===== config.mk =====
export PLATFORM = sky130hd
export DESIGN_NAME = bnn_param_loader
export DESIGN_NICKNAME = d
export VERILOG_FILES = /design/src/rtl/bnn_pkg.sv /design/src/rtl/bnn_byte_serializer.sv /design/src/rtl/bnn_param_loader.sv
export SDC_FILE = /design/constraint.sdc
export NUM_CORES = 1
export LEC_CHECK = 0
export BUFFER_PORTS_ARGS = -buffer_cell sky130_fd_sc_hd__buf_2
export CAP_MARGIN = 20
export CORE_MARGIN = 2
export CORE_UTILIZATION = 37
export CTS_BUF_LIST = sky130_fd_sc_hd__clkbuf_2
export DETAILED_ROUTE_END_ITERATION = 12
export GPL_TIMING_DRIVEN = 0
export PLACE_DENSITY_LB_ADDON = 0.05
export SKIP_LAST_GASP = 1
export SYNTH_ARGS = -nofsm -noshare
export SYNTH_HDL_FRONTEND = slang
export SYNTH_SLANG_ARGS = --single-unit

===== constraint.sdc =====
create_clock -name clk -period 2.5 [get_ports clk]
set_clock_uncertainty 0.05 [all_clocks]
set_input_delay 0.5 -clock clk [delete_from_list [all_inputs] [get_ports clk]]
set_output_delay 0.5 -clock clk [all_outputs]
set_load 0.01 [all_outputs]

===== src/rtl/bnn_pkg.sv =====
// rtl/bnn_pkg.sv - shared types and sizing helpers for the BNN parameter loader
// Purpose: loader state encoding, byte geometry and chain-length helpers.
// Contents: state_e (IDLE/WAIT_BYTE/SHIFT/DONE), BYTE_W, IDX_W,
//           chain_bits(neurons, inputs, bias_bits), nbytes(neurons, inputs, bias_bits).
package bnn_pkg;

  localparam int BYTE_W = 8;
  localparam int IDX_W  = 3;

  typedef enum logic [1:0] {
    ST_IDLE      = 2'd0,
    ST_WAIT_BYTE = 2'd1,
    ST_SHIFT     = 2'd2,
    ST_DONE      = 2'd3
  } state_e;

  // Total parameter bits held by the neuron daisy-chain.
  function automatic int chain_bits(input int neurons, input int inputs, input int bias_bits);
    return neurons * (inputs + bias_bits);
  endfunction

  // Host bytes needed to cover the chain; the last one may be partially used.
  function automatic int nbytes(input int neurons, input int inputs, input int bias_bits);
    return (chain_bits(neurons, inputs, bias_bits) + BYTE_W - 1) / BYTE_W;
  endfunction

endpackage


===== src/rtl/bnn_byte_serializer.sv =====
// rtl/bnn_byte_serializer.sv - byte shift register with bit index, MSB-first
// Purpose: parallel-load / serial-shift byte register used both to serialise host
//          bytes onto the chain and (with sin) to gather bits leaving the chain.
// Ports:
//   clk, rst_n   clock, asynchronous active-low reset
//   clear        zero sreg and bit_idx (start of a new load)
//   load         sreg <= din, bit_idx <= 0 (wins over shift)
//   shift        sreg <= {sreg[6:0], sin}, bit_idx++
//   din[7:0]     parallel byte
//   sin          serial bit entering at the LSB
//   sreg[7:0]    register contents; sreg[7] is the next bit out
//   bit_idx[2:0] bits shifted since the last load/clear (mod 8)
module bnn_byte_serializer import bnn_pkg::*; (
  input  logic              clk,
  input  logic              rst_n,
  input  logic              clear,
  input  logic              load,
  input  logic              shift,
  input  logic [BYTE_W-1:0] din,
  input  logic              sin,
  output logic [BYTE_W-1:0] sreg,
  output logic [IDX_W-1:0]  bit_idx
);

  always_ff @(posedge clk or negedge rst_n) begin
    if (!rst_n) begin
      sreg    <= '0;
      bit_idx <= '0;
    end else if (clear) begin
      sreg    <= '0;
      bit_idx <= '0;
    end else if (load) begin
      sreg    <= din;
      bit_idx <= '0;
    end else if (shift) begin
      sreg    <= {sreg[BYTE_W-2:0], sin};
      bit_idx <= bit_idx + IDX_W'(1);
    end
  end

endmodule


===== src/rtl/bnn_param_loader.sv =====
// rtl/bnn_param_loader.sv - serial weight/bias loader for the neuron daisy-chain
// Purpose: takes host bytes on a valid/ready port and shifts them MSB-first into the
//          chain head with setup high for exactly CHAIN_BITS cycles, then reports done.
// Optional feature: BNN_LOADER_READBACK_EN returns the bits leaving the chain tail as
//          bytes on rb_data/rb_valid; without it rb_data/rb_valid are tied to zero.
// Ports:
//   clk, rst_n          clock, asynchronous active-low reset
//   start               begin a load (honoured in IDLE or DONE only)
//   in_data/in_valid    host byte and its valid; in_ready accepts it
//   setup, param_out    chain shift enable and serial bit to the chain head
//   chain_tail          bit leaving the last neuron (readback only)
//   busy, done          load in progress / load complete
//   rb_data, rb_valid   readback byte and strobe
module bnn_param_loader import bnn_pkg::*; #(
  parameter int NEURONS   = 8,
  parameter int INPUTS    = 8,
  parameter int BIAS_BITS = 3
) (
  input  logic       clk,
  input  logic       rst_n,
  input  logic       start,
  input  logic [7:0] in_data,
  input  logic       in_valid,
  output logic       in_ready,
  output logic       setup,
  output logic       param_out,
  input  logic       chain_tail,
  output logic       busy,
  output logic       done,
  output logic [7:0] rb_data,
  output logic       rb_valid
);

  localparam int CHAIN_BITS = chain_bits(NEURONS, INPUTS, BIAS_BITS);
  localparam int CNT_W      = $clog2(CHAIN_BITS + 1);
  localparam logic [CNT_W-1:0] LAST_BIT = CNT_W'(CHAIN_BITS - 1);

  state_e            state, state_nxt;
  logic [CNT_W-1:0]  bit_cnt;
  logic [BYTE_W-1:0] ser_q;
  logic [IDX_W-1:0]  ser_idx;
  logic              shifting, last_bit, byte_end, start_ok, xfer;
  logic              unused_ser;

  assign shifting = (state == ST_SHIFT);
  assign last_bit = shifting && (bit_cnt == LAST_BIT);
  assign byte_end = shifting && (ser_idx == IDX_W'(BYTE_W - 1));
  assign start_ok = start && ((state == ST_IDLE) || (state == ST_DONE));
  assign xfer     = in_valid && in_ready;

  // Only the bit after the current MSB is needed to pre-compute param_out.
  assign unused_ser = ^{ser_q[7], ser_q[5:0]};

  always_comb begin
    state_nxt = state;
    in_ready  = 1'b0;
    case (state)
      ST_IDLE, ST_DONE: begin
        if (start) state_nxt = ST_WAIT_BYTE;
      end
      ST_WAIT_BYTE: begin
        in_ready = 1'b1;
        if (in_valid) state_nxt = ST_SHIFT;
      end
      ST_SHIFT: begin
        if (last_bit) begin
          state_nxt = ST_DONE;
        end else if (byte_end) begin
          // Accepting the next byte on the 8th bit keeps setup continuous.
          in_ready  = 1'b1;
          state_nxt = in_valid ? ST_SHIFT : ST_WAIT_BYTE;
        end
      end
      default: state_nxt = ST_IDLE;
    endcase
  end

  always_ff @(posedge clk or negedge rst_n) begin
    if (!rst_n) begin
      state     <= ST_IDLE;
      bit_cnt   <= '0;
      setup     <= 1'b0;
      param_out <= 1'b0;
      busy      <= 1'b0;
      done      <= 1'b0;
    end else begin
      state <= state_nxt;
      setup <= (state_nxt == ST_SHIFT);
      busy  <= (state_nxt == ST_WAIT_BYTE) || (state_nxt == ST_SHIFT);
      done  <= (state_nxt == ST_DONE);
      // param_out is the MSB the serializer will hold next cycle.
      if (state_nxt == ST_SHIFT) param_out <= xfer ? in_data[7] : ser_q[6];
      else                       param_out <= 1'b0;
      if (start_ok)      bit_cnt <= '0;
      else if (shifting) bit_cnt <= bit_cnt + CNT_W'(1);
    end
  end

  bnn_byte_serializer u_ser (
    .clk     (clk),
    .rst_n   (rst_n),
    .clear   (start_ok),
    .load    (xfer),
    .shift   (shifting),
    .din     (in_data),
    .sin     (1'b0),
    .sreg    (ser_q),
    .bit_idx (ser_idx)
  );

`ifdef BNN_LOADER_READBACK_EN
  logic [BYTE_W-1:0] rb_q;
  logic [IDX_W-1:0]  rb_idx;
  logic              unused_rb;

  assign unused_rb = rb_q[7];

  // Every setup cycle the old bit at the chain tail is captured MSB-first.
  bnn_byte_serializer u_deser (
    .clk     (clk),
    .rst_n   (rst_n),
    .clear   (start_ok),
    .load    (1'b0),
    .shift   (shifting),
    .din     ('0),
    .sin     (chain_tail),
    .sreg    (rb_q),
    .bit_idx (rb_idx)
  );

  always_ff @(posedge clk or negedge rst_n) begin
    if (!rst_n) begin
      rb_data  <= '0;
      rb_valid <= 1'b0;
    end else begin
      rb_valid <= 1'b0;
      if (shifting && ((rb_idx == IDX_W'(BYTE_W - 1)) || last_bit)) begin
        rb_valid <= 1'b1;
        // A short final byte is left-aligned with zero padding.
        rb_data  <= {rb_q[BYTE_W-2:0], chain_tail} << (IDX_W'(BYTE_W - 1) - rb_idx);
      end
    end
  end
`else
  logic unused_tail;

  assign unused_tail = chain_tail;
  assign rb_data     = '0;
  assign rb_valid    = 1'b0;
`endif

endmodule


## After elaboration in Yosys (flattened, before gate mapping)

Cells that the tools add are included.

| storage, ports and cells | value |
|---|---|
| word-level logic and storage cells | 47 |
| output and inout bits | 14 |
| input port bits | 13 |
| register bits | 23 |

| cells by class | value |
|---|---|
| mux-type cells | 19 |
| eq/ne operators | 8 |
| reduce and logical (&&, ||, !) cells | 10 |
| add/subtract/negate cells | 2 |

Operators by type and width:

| operator | number |
|---|---|
| 7-bit 2-to-1 mux | 5 |
| 2-bit 2-to-1 mux | 5 |
| 3-bit 2-to-1 mux | 3 |
| 2-bit == test, second input constant | 4 |
| 7-bit by 1-bit adder with 7-bit output, second input constant | 1 |
| 7-bit == test, second input constant | 1 |
| 2-bit case mux with 3 select lines | 1 |
| 2-bit by 1-bit == test with 1-bit output, second input constant | 2 |
| 1-bit logical AND | 4 |
| 1-bit 2-to-1 mux | 4 |
| 3-bit by 1-bit adder with 3-bit output, second input constant | 1 |
| 3-bit == test, second input constant | 1 |
| 3-bit nonzero test | 1 |
| 2-bit logical NOT | 1 |
| 1-bit logical OR | 2 |
| 1-bit case mux with 2 select lines | 1 |
| 2-bit nonzero test | 1 |
| 2-bit OR reduction | 1 |

## Logic depth before layout (Yosys ltp)

| depth | value |
|---|---|
| word-level depth | 8 |
| gate-level depth with buffers | 10 |
| mapped depth without buffers | 9 |

## Cells and area by module

Synthesis repeated with hierarchy kept, for this count alone.

| unflattened totals | value |
|---|---|
| cell total of the unflattened synthesis | 129 |
| area total of the unflattened synthesis | 1372.6 um2 |

By module, submodules not included:

| module | area an instance (um2) | cells each | sequential area each (um2) | times used |
|---|---|---|---|---|
| bnn_param_loader | 820.8 | 82 | 325.3 | 1 |
| bnn_byte_serializer | 551.8 | 47 | 275.3 | 1 |

## Worst setup path before layout

Ideal clock, no wire load.

| timing | value |
|---|---|
| kind | register -> register |
| start point | register u_ser.bit_idx[0] |
| end point | register param_out |
| cell stages (with the launch flop) | 10 |
| setup slack | 631 ps |
| data arrival time | 1693 ps |
| clock period less this slack | 1869 ps |
| setup time | 125 ps |
| required time | 2325 ps |
| buffers on the path | 0 |
| cells stage by stage | dfrtp_1 ha_1 ha_1 o21a_1 nor2_1 a21oi_1 o31a_1 ha_1 nand2_1 mux2i_1 |

| between the ends | value |
|---|---|
| elaborated cells between the ends (all ways) | 12 |
| classes of those cells | 2 x eq/ne; 8 x mux; 2 x reduce/logical |

RTL lines:

| what | line | source |
|---|---|---|
| start, declared | bnn_byte_serializer.sv:22 | `output logic [IDX_W-1:0] bit_idx` |
| start signal, assigned | bnn_byte_serializer.sv:37 | `bit_idx <= bit_idx + IDX_W'(1);` |
| 3-bit == test | bnn_param_loader.sv:47 | `assign byte_end = shifting && (ser_idx == IDX_W'(BYTE_W - 1));` |
| 1-bit logical AND | bnn_param_loader.sv:47 |  |
| 2-bit 2-to-1 mux | bnn_param_loader.sv:68 | `end else if (byte_end) begin` |
| 2-bit 2-to-1 mux | bnn_param_loader.sv:66 | `if (last_bit) begin` |
| 2-bit case mux with 3 select lines | bnn_param_loader.sv:57 | `case (state)` |
| net state_nxt[1] | bnn_param_loader.sv:38 | `state_e state, state_nxt;` |
| 2-bit == test | bnn_param_loader.sv:92 | `if (state_nxt == ST_SHIFT) param_out <= xfer ? in_data[7] : ser_q[6];` |
| 1-bit 2-to-1 mux | bnn_param_loader.sv:92 |  |
| end signal, assigned | bnn_param_loader.sv:92 |  |
| end, declared | bnn_param_loader.sv:26 | `output logic param_out,` |

The timed path passes the listed nets, and every way through them passes these cells.
A chain may end at the register's enable or synchronous reset.

## Worst setup path after layout

| timing | value |
|---|---|
| start point | register state[0] |
| end point | output in_ready |

| between the ends | value |
|---|---|
| cells in the longest elaborated chain, start to end | 5 |
| elaborated cells between the ends (all ways) | 7 |
| classes of those cells | 2 x eq/ne; 3 x mux; 2 x reduce/logical |

Ends and longest elaborated chain:

| what | line | source |
|---|---|---|
| start, declared | bnn_param_loader.sv:38 |  |
| start signal, assigned | bnn_param_loader.sv:87 | `state <= state_nxt;` |
| 2-bit == test | bnn_param_loader.sv:45, bnn_param_loader.sv:57 |  |
| 1-bit logical AND | bnn_param_loader.sv:47 |  |
| 1-bit 2-to-1 mux | bnn_param_loader.sv:68 |  |
| 1-bit 2-to-1 mux | bnn_param_loader.sv:66 |  |
| 1-bit case mux with 2 select lines * | bnn_param_loader.sv:57 |  |
| end, declared | bnn_param_loader.sv:24 | `output logic in_ready,` |

Every way passes the cells marked *; elsewhere a longest branch is shown, timed or not.

==> impl_metrics.json <==
{
  "outcome": "complete, no violations",
  "required_ps": 1950,
  "yosys-top-cells-area": "dfrtp_1, mux2i_1, ha_1, nand2_1, buf_4",
  "synth_adder_area_share": 0.0664,
  "synth-compound-area-share": 0.0996,
  "drv_cap": 0,
  "cp.depth": 4,
  "ff2ff_setup_slack_ps": 310,
  "ff2ff_path_depth": 10,
  "synthSimpleGateAreaFrac": 0.142,
  "hold_viol": 0,
  "synth_top_family_by_area": "simple AND/OR/NAND/NOR gates",
  "grt_usage": 0.128,
  "fin_area_um2": 1510,
  "vdd_drop_max_uv": 333,
  "clk_pin_slew_ps": 240,
  "h-tree-depth": 1,
  "clk_latency_ps": 340,
  "cts_tree": "built",
  "ys_seq_area_frac": 0.436,
  "finalWeightedCongestion": 0.762,
  "drc": 0,
  "yosysTopAreaCell": "dfrtp_1",
  "startpoint_type": "flop",
  "crit_path_end": "in_ready",
  "startpoint": "state[0]",
  "insertedDiodeCount": 0,
  "portBuffers": 16,
  "final.setup.tns_ps": 0,
  "drv_slew": 0,
  "dominantRegCellSynth": "dfrtp_1",
  "grt_start_max_net_pins": 24,
  "io_pins": 27,
  "crit_chain": "inv_1 -> ha_1 -> a311oi_4 -> buf_2",
  "fin_crit_ps": 2290,
  "max_stage_delay_ps": 430,
  "post_drt_via_cell_ratio": 4.54,
  "grt_overflow_total": 0,
  "ctsResizeCount": 0,
  "yosysTopAreaCellShare": 0.436,
  "drive_above_1_share": 0.274,
  "setup.worst_path.end_class": "primary output",
  "synthCells": 128,
  "dr.pass1.iters": 4,
  "synth_enable_flop_cells": 0,
  "rows": 21,
  "setup_viol": 0,
  "clockBufferDepth": 2,
  "place_hpwl_mm": 1.71,
  "arrival_ps": 1740,
  "ant_nets": 0,
  "synth_mux_area_frac": 0.139,
  "synth-xor-area-share": 0.0332,
  "grt_pass1_wl_mm": 4.05,
  "synthMostInstantiatedCell": "dfrtp_1",
  "r2r-end": "param_out",
  "async_reset_ff_frac": 1.00,
  "grt_pass1_vias": 959,
  "numCtsBuffers": 3,
  "syn_avg_cell_area_um2": 10.3,
  "synth_area_um2": 1320,
  "antenna_found_initial": 0,
  "wl_per_cell_um": 11.1,
  "finalNetCount": 178,
  "placed_cell_area_um2": 1490,
  "synth_seq_cells": 23,
  "area_growth_pct": 14.8,
  "hold_path.class": "primary input to async pin",
  "drt-total-wl_mm": 2.25,
  "reg2reg_from": "state[0]",
  "yosys_warnings": 0,
  "start_util": 0.389,
  "fmax_mhz": 436,
  "drtIter0Drc": 45,
  "cts_root_buf": "clkbuf_2",
  "synthTopCellsByCount": "dfrtp_1, nand2_1, buf_4, mux2i_1, nor2_1",
  "ys_types": 32,
  "via_count": 922,
  "worst_slew_pin_slew_ps": 506,
  "fp.dieH_um": 63.7,
  "critical_path_buf_inv_count": 2,
  "cts.sinks": 23,
  "cellPowerDensity_nw_per_um2": 960,
  "leakage_nw": 0.814,
  "crit_fanout": 8,
  "crit_type": "flop to primary output",
  "rsz0062_at_grt": "no",
  "cp_slowest_cell": "dfrtp_1",
  "fp.dieW_um": 63.7,
  "max-slew-margin-rel": 0.663,
  "core-area_um2": 3390,
  "period_share": 0.917,
  "die-area_um2": 4060,
  "crit_family": "flip-flops"
}
layout make-up:
| class | count | area [um^2] |
|---|---|---|
| Fill cell | 344 | 1880 |
| Multi-Input combinational cell | 95 | 667 |
| Sequential cell | 23 | 576 |
| Timing Repair Buffer | 17 | 87.6 |
| Buffer | 13 | 87.6 |
| Tap cell | 46 | 57.6 |
| Inverter | 5 | 18.8 |
| Clock buffer | 3 | 15.0 |
| Clock inverter | 1 | 5.00 |
cells by family after synthesis:
logic type      after synthesis
simple gates                 40
flops                        23
buf+inv                      18
compound gates               17
mux                          17
fa+ha+maj                     7
xor+xnor                      5
other cells                   1
where the power goes:
part           leakage [nW]  internal [mW]  total (mW)  switching, mW
registers             0.308          0.478       0.532         0.0544
logic                 0.490          0.347       0.767          0.420
clock network        0.0164         0.0363       0.154          0.118
cells in the final DEF, fill, tap and decap left out, drive strengths merged, types with 4 or more instances in the layout:
master  synthesis  layout
mux2i          10      10
nor2            8       8
nand2          22      22
ha              7       7
o21ai           4       4
conb            1       9
clkbuf          2       5
a21oi           4       4
mux2            7       7
buf            11      28
inv             5       5
xor2            4       4
dfrtp          23      23
state kept, by name (all words and copies together) (netlist names):
| name | count |
|---|---|
| bit_cnt | 7 |
| busy | 1 |
| done | 1 |
| param_out | 1 |
| setup | 1 |
| state | 2 |
| u_ser.bit_idx | 3 |
| u_ser.sreg | 7 |
per-layer routing:
layer / up-vias / GRT usage / wire length (um)
li1: 476 / - / -
met1: 427 / 0.144 / 1060
met2: 17 / 0.230 / 1080
met3: 2 / 0.0286 / 87
met4: 0 / 0.0516 / 19
met5: - / 0 / 0
how the worst min path moves through the flow:
stage          start               end  slack [ps]  cells past startpoint
3_3_place_gp   rst_n        bit_cnt[6]         460                      1
6_report       rst_n  u_ser.bit_idx[2]          30                      1
4_1_cts        rst_n  u_ser.bit_idx[2]          40                      1
3_5_place_dp   rst_n        bit_cnt[4]         460                      1
5_1_grt        rst_n  u_ser.bit_idx[2]          30                      1
2_1_floorplan  rst_n        bit_cnt[0]         150                      0
per-stage QoR:
step	power (mW)	hold WS, ps	std cells	setup WS [ps]	utilization
after floorplan	1.13	154	136	631	-
after global placement	1.29	457	198	344	0.439
after detailed placement	1.31	461	198	321	0.439
after CTS	1.47	44.3	202	29.6	0.444
after global routing	1.60	29.5	203	66.6	0.447
final	1.45	27.3	203	209	0.447
what timing repair did:
item / in CTS / in global routing
setup endpoints to repair: 0 / 1
setup buffers: 0 / 1
hold buffers: 0 / 0
Note: power is estimated with default switching activity, not from simulation.
